[src/rtl/axis_pkt_store_fwd_pkg.sv]
// Shared types for the store-and-forward AXIS packet FIFO.
package axis_pkt_store_fwd_pkg;

  typedef enum logic [0:0] {
    WR   = 1'b0,
    DROP = 1'b1
  } wr_state_e;

  // One extra pointer bit tells full apart from empty.
  function automatic int ptr_width(input int depth);
    return $clog2(depth) + 32'd1;
  endfunction

endpackage

[src/rtl/axis_pkt_store_fwd_ram.sv]
// Beat storage: simple dual-port array, synchronous write, asynchronous read.
module pkt_store_ram
  import axis_pkt_store_fwd_pkg::*;
#(
  parameter int WIDTH = 69,
  parameter int DEPTH = 16,
  parameter int AW    = $clog2(DEPTH)
) (
  input  logic             clk,
  input  logic             we,
  input  logic [AW-1:0]    waddr,
  input  logic [WIDTH-1:0] wdata,
  input  logic [AW-1:0]    raddr,
  output logic [WIDTH-1:0] rdata
);

  logic [WIDTH-1:0] mem_r [DEPTH];

  // Write port; contents need no reset, only the slots between pointers matter
  always_ff @(posedge clk) begin
    if (we) begin
      mem_r[waddr] <= wdata;
    end
  end

  assign rdata = mem_r[raddr];

endmodule

[src/rtl/axis_pkt_store_fwd.sv]
// Store-and-forward AXIS FIFO: a packet becomes visible only once its tlast is stored.
// Optional drop statistics are built when AXIS_PKT_STORE_FWD_STATS_EN is defined.
module axis_pkt_store_fwd
  import axis_pkt_store_fwd_pkg::*;
#(
  parameter int TDATA_WIDTH    = 64,
  parameter int TID_WIDTH      = 2,
  parameter int TDEST_WIDTH    = 2,
  parameter int DEPTH          = 16,
  parameter int DROP_CNT_WIDTH = 16
) (
  input  logic                         clk_usr,
  input  logic                         rst_usr_sync,
  input  logic                         s_axis_tvalid,
  output logic                         s_axis_tready,
  input  logic [TDATA_WIDTH-1:0]       s_axis_tdata,
  input  logic                         s_axis_tlast,
  input  logic [TID_WIDTH-1:0]         s_axis_tid,
  input  logic [TDEST_WIDTH-1:0]       s_axis_tdest,
  output logic                         m_axis_tvalid,
  input  logic                         m_axis_tready,
  output logic [TDATA_WIDTH-1:0]       m_axis_tdata,
  output logic                         m_axis_tlast,
  output logic [TID_WIDTH-1:0]         m_axis_tid,
  output logic [TDEST_WIDTH-1:0]       m_axis_tdest,
  output logic [$clog2(DEPTH+1)-1:0]   pkt_count,
  output logic                         drop_pulse,
  output logic [DROP_CNT_WIDTH-1:0]    drop_count
);

  localparam int AW = $clog2(DEPTH);
  localparam int PW = ptr_width(DEPTH);
  localparam int CW = $clog2(DEPTH + 1);
  localparam int DW = TDATA_WIDTH + 1 + TID_WIDTH + TDEST_WIDTH;
  localparam logic [PW-1:0] DEPTH_P = PW'(DEPTH);
  localparam logic [PW-1:0] PTR_ONE = {{(PW-1){1'b0}}, 1'b1};
  localparam logic [CW-1:0] CNT_ONE = {{(CW-1){1'b0}}, 1'b1};

  logic [PW-1:0] wr_ptr_r, rd_ptr_r, commit_ptr_r;
  logic [PW-1:0] used_s, partial_s;
  wr_state_e     state_r;
  logic [CW-1:0] pkt_count_r;
  logic          full_s, oversize_s, s_ready_s, wr_hs_s, wr_en_s, commit_s;
  logic          m_valid_s, rd_hs_s, rd_last_s;
  logic [DW-1:0] wr_data_s, rd_data_s;

  // Occupancy, handshakes and the oversize condition
  always_comb begin
    used_s     = wr_ptr_r - rd_ptr_r;
    partial_s  = wr_ptr_r - commit_ptr_r;
    full_s     = (used_s == DEPTH_P);
    oversize_s = (state_r == WR) && (partial_s == DEPTH_P);
    case (state_r)
      WR:      s_ready_s = !full_s && !oversize_s;
      DROP:    s_ready_s = 1'b1;
      default: s_ready_s = 1'b0;
    endcase
    wr_hs_s   = s_axis_tvalid && s_ready_s;
    wr_en_s   = wr_hs_s && (state_r == WR);
    commit_s  = wr_en_s && s_axis_tlast;
    m_valid_s = (rd_ptr_r != commit_ptr_r);
    rd_hs_s   = m_valid_s && m_axis_tready;
    rd_last_s = rd_hs_s && rd_data_s[TID_WIDTH+TDEST_WIDTH];
  end

  assign wr_data_s = {s_axis_tdata, s_axis_tlast, s_axis_tid, s_axis_tdest};
  assign {m_axis_tdata, m_axis_tlast, m_axis_tid, m_axis_tdest} = rd_data_s;
  assign s_axis_tready = s_ready_s;
  assign m_axis_tvalid = m_valid_s;
  assign pkt_count     = pkt_count_r;

  // Write FSM: an oversize packet rewinds to the last commit point and is skipped to its tlast
  always_ff @(posedge clk_usr) begin
    if (rst_usr_sync) begin
      wr_ptr_r     <= '0;
      commit_ptr_r <= '0;
      state_r      <= WR;
    end else begin
      case (state_r)
        WR: begin
          if (oversize_s) begin
            wr_ptr_r <= commit_ptr_r;
            state_r  <= DROP;
          end else if (wr_en_s) begin
            wr_ptr_r <= wr_ptr_r + PTR_ONE;
            if (s_axis_tlast) begin
              commit_ptr_r <= wr_ptr_r + PTR_ONE;
            end
          end
        end
        DROP: begin
          if (wr_hs_s && s_axis_tlast) begin
            state_r <= WR;
          end
        end
        default: state_r <= WR;
      endcase
    end
  end

  // Read pointer and complete-packet count; a commit and a tlast read on one edge cancel
  always_ff @(posedge clk_usr) begin
    if (rst_usr_sync) begin
      rd_ptr_r    <= '0;
      pkt_count_r <= '0;
    end else begin
      if (rd_hs_s) begin
        rd_ptr_r <= rd_ptr_r + PTR_ONE;
      end
      case ({commit_s, rd_last_s})
        2'b10:   pkt_count_r <= pkt_count_r + CNT_ONE;
        2'b01:   pkt_count_r <= pkt_count_r - CNT_ONE;
        default: pkt_count_r <= pkt_count_r;
      endcase
    end
  end

`ifdef AXIS_PKT_STORE_FWD_STATS_EN
  logic                      drop_pulse_r;
  logic [DROP_CNT_WIDTH-1:0] drop_count_r;

  // Drop statistics, counter saturates at all-ones
  always_ff @(posedge clk_usr) begin
    if (rst_usr_sync) begin
      drop_pulse_r <= 1'b0;
      drop_count_r <= '0;
    end else begin
      drop_pulse_r <= oversize_s;
      if (oversize_s && (drop_count_r != {DROP_CNT_WIDTH{1'b1}})) begin
        drop_count_r <= drop_count_r + {{(DROP_CNT_WIDTH-1){1'b0}}, 1'b1};
      end
    end
  end

  assign drop_pulse = drop_pulse_r;
  assign drop_count = drop_count_r;
`else
  assign drop_pulse = 1'b0;
  assign drop_count = '0;
`endif

  pkt_store_ram #(
    .WIDTH (DW),
    .DEPTH (DEPTH),
    .AW    (AW)
  ) u_ram (
    .clk   (clk_usr),
    .we    (wr_en_s),
    .waddr (wr_ptr_r[AW-1:0]),
    .wdata (wr_data_s),
    .raddr (rd_ptr_r[AW-1:0]),
    .rdata (rd_data_s)
  );

endmodule

[config.mk]
export PLATFORM = sky130hd
export DESIGN_NAME = axis_pkt_store_fwd
export DESIGN_NICKNAME = d
export VERILOG_FILES = /design/src/rtl/axis_pkt_store_fwd_pkg.sv /design/src/rtl/axis_pkt_store_fwd_ram.sv /design/src/rtl/axis_pkt_store_fwd.sv
export SDC_FILE = /design/constraint.sdc
export NUM_CORES = 1
export LEC_CHECK = 0
export CAP_MARGIN = 10
export CORE_MARGIN = 5
export CORE_UTILIZATION = 63
export CTS_CLUSTER_SIZE = 16
export DETAILED_ROUTE_END_ITERATION = 16
export GPL_ROUTABILITY_DRIVEN = 0
export PLACE_DENSITY_LB_ADDON = 0.08
export SLEW_MARGIN = 20
export SYNTH_ARGS = -nofsm -noshare
export SYNTH_HDL_FRONTEND = slang
export SYNTH_SLANG_ARGS = --single-unit
[constraint.sdc]
create_clock -name clk_usr -period 10.7 [get_ports clk_usr]
set_clock_uncertainty 0.15 [all_clocks]
set_input_delay 2.14 -clock clk_usr [delete_from_list [all_inputs] [get_ports clk_usr]]
set_output_delay 2.14 -clock clk_usr [all_outputs]
set_load 0.05 [all_outputs]
==> run summary <==
Post-synth top flop - edfxtp_1
Class of the worst hold path - flip-flop to flip-flop
Instance count on the critical path - 5
Fmax - 0.148 GHz
Pwr/cell area - 207 nW/um^2
First-pass GRT wire length - 133000 um
Final Setup Violations - 0
Worst vdd ir - 0.167 mV
Total number of vias - 19164
Area leader, netlist - edfxtp_1
Routed vias/inst - 6.58
Setup bufs post-CTS - 0
Core area - 68200 um^2
Mapped Avg Cell Area - 24.7 um^2
Worst path top cell family by delay - buffers and inverters
Leakage - 14.9 nW
Half-perimeter wire length after detailed placement - 43300 um
Largest net degree at the start of global routing - 168
Most frequent cells in the layout - edfxtp_1 (1104), mux4_2 (345), clkdlybuf4s50_1 (148), clkbuf_16 (110), clkbuf_1 (26)
CP Cell Sequence - buf_12, buf_4, mux4_2, mux4_2, clkdlybuf4s50_1
Antenna violations before repair - 5
Share of cells above drive strength 1 - 27.1%
CTS Buf Count - 108
Crit end category - output port
Number of clock sinks - 1129
Max-slew violation count - 0
Fillers - 3891
Critical path type - flip-flop to output port
Synth top area cells - edfxtp_1 (77%), mux4_2 (18%), dfxtp_1 (1.2%)
#FFs+latches synth - 1129
Length of the first detailed-routing pass in iterations - 5
Async SR Flop Fraction - 0%
Register area share after synthesis - 78.0%
# port buffers - 148
Num ports - 166
Mapped Cells - 1745
Critical path required time - 8410 ps
Routed WL per cell - 31.2 um
Rows - 96
Post-route minimum period - 6760 ps
Detailed Route WL - 90800 um
H-tree depth - 3
Slowest stage delay, CP - 830 ps
Vias in the first global route - 19809
Starting density of the core - 63.3%
Antenna viol nets, final - 0
Hold buffer count at cts - 0
Worst skew pair latency - 650 ps
Die width - 272 um
WHS Path Cells - 2
Worst setup SP type - flip-flop
EDFF count, synth - 1104
Synth cell types - 49
Commonest non-fill, non-tap cell in the layout - edfxtp_1
Grt total ovfl - 0
Clock Pin Slew Worst Setup and Hold Paths - 60 ps
Maximum Capacitance Violations - 0
Post-Layout Cell Count - 2913
Unrepaired setup endpoints after global routing - no
Top-area cell type share of the netlist area - 76.8%
CTS tree - yes
Worst R2R Path Depth - 12
Initial DRC Count - 1900
DR DRC count - 0
Total Negative Setup Slacks - 0 ps
Worst Path Arrival - 4470 ps
Tcrit/Tclk final - 63.2%
Slew headroom - 24.3%
Cell Area, Synth - 43200 um^2
Die height - 272 um
Status - completed
Clock root cell - clkbuf_16
Worst Tran Pin Value - 1140 ps
Synth warnings - 0
Final net count - 2030
Most Frequent Cell on Critical Path - mux4_2
PostCTS Resize Cnt - 0
Gr usage total - 24.7%
Placed cells - 2710
Slowest-stage cell, CP - buf_4
Endpoints failing hold - 0
Layout area overhead - 13.5%
Critical path buffers and inverters - 3
Die ar. - 73800 um^2
Critical Path Fanout Max - 97
CTS max path bufs - 3
[path summary, 6_finish.rpt]
path | end | start | slack, ps
worst min register to register | pkt_count[4] | pkt_count[4] | 350
worst max-delay path | m_axis_tdata[46] | flip-flop | 3940
worst max register to register | pkt_count[4] | flip-flop | 5590
worst min-delay path | pkt_count[4] | pkt_count[4] | 350
[flip-flops by register name (all words and copies together) (netlist names), named ones only]
name / cells
wr_ptr_r: 5
u_ram.mem_r: 1104
rd_ptr_r: 5
commit_ptr_r: 5
pkt_count: 5
state_r: 1
[metrics by stage]
step | util (%) | worst slack [ps] | total power, W | cell area [um^2] | hold slack [ps]
2_1_floorplan | - | 5510 | 0.00619 | 43200 | 315
3_3_place_gp | 66.8 | 4520 | 0.00660 | 45600 | 322
5_1_grt | 71.8 | 3570 | 0.0105 | 49000 | 383
4_1_cts | 71.8 | 3740 | 0.0102 | 49000 | 344
6_report | 71.8 | 3940 | 0.0101 | 49000 | 345
3_5_place_dp | 66.8 | 4460 | 0.00663 | 45600 | 334
[worst min-delay path: cells and delay by family (launching register included)]
family          cells  cell delay, ps
flops               1             320
compound gates      2             130
[power by group]
group	internal [W]	switching [W]	total, W	leakage [nW]
combinational	0.000706	0.000844	0.00155	3.10
sequential	0.00493	0.0000363	0.00496	10.2
clock	0.00206	0.00157	0.00362	1.63
total	0.00769	0.00245	0.0101	14.9
[cell usage after synthesis, types with 2 or more instances]
library cell and number:
edfxtp_1 1104, mux4_2 345, clkbuf_1 46, buf_2 28, dfxtp_1 25, and3_1 17, buf_4 17, ha_1 17
nor2_1 16, buf_1 12, xnor2_1 12, inv_1 10, a21oi_1 8, nand2_1 7, nor2b_1 7, xor2_1 6
mux2i_1 5, nand3_1 5, a21o_1 4, o21ai_0 4, a311oi_1 3, a311oi_2 3, a41oi_1 3, buf_6 3
nand2b_1 3, o211ai_1 3, o21ai_1 3, or3_1 3, a2111o_1 2, nand4_1 2, nor3_1 2, o31ai_1 2
or4_1 2
[logic make-up (layout without fill, tap and decap cells)]
family                     after synthesis  in the layout  share of synthesized area (%)
AOI/OAI and AO/OA                       39             39                          0.693
xor gates and xnor gates                19             19                          0.420
adders and majority gates               18             18                          0.539
buffers and inverters                  116            384                           1.29
DFF                                   1129           1129                           78.0
muxes                                  351            351                           18.1
other                                    1             19                        0.00869
and+or+nand+nor                         72             72                          0.931
[metal layers]
metal	vias up	global-route usage, %	part of all wire, %	wire length (um)
met1	10366	36.7	40	36500
met4	2	4.80	1.7	1500
met2	760	40.8	51	46500
met3	116	3.90	6.9	6240
met5	-	0	0.014	13
li1	7920	-	-	-
[area by class of cell]
class,count,area [um^2],share of cell area [%]
timing repair buffer,174,1710,3.50
sequential,1129,33700,68.7
multi-input combinational,516,9090,18.6
clock inverter,64,524,1.07
antenna,2,5.00,0.0102
clock buffer,136,2850,5.82
inverter,10,37.5,0.0766
tap,882,1100,2.25
Power figures use the tool's default switching activity.
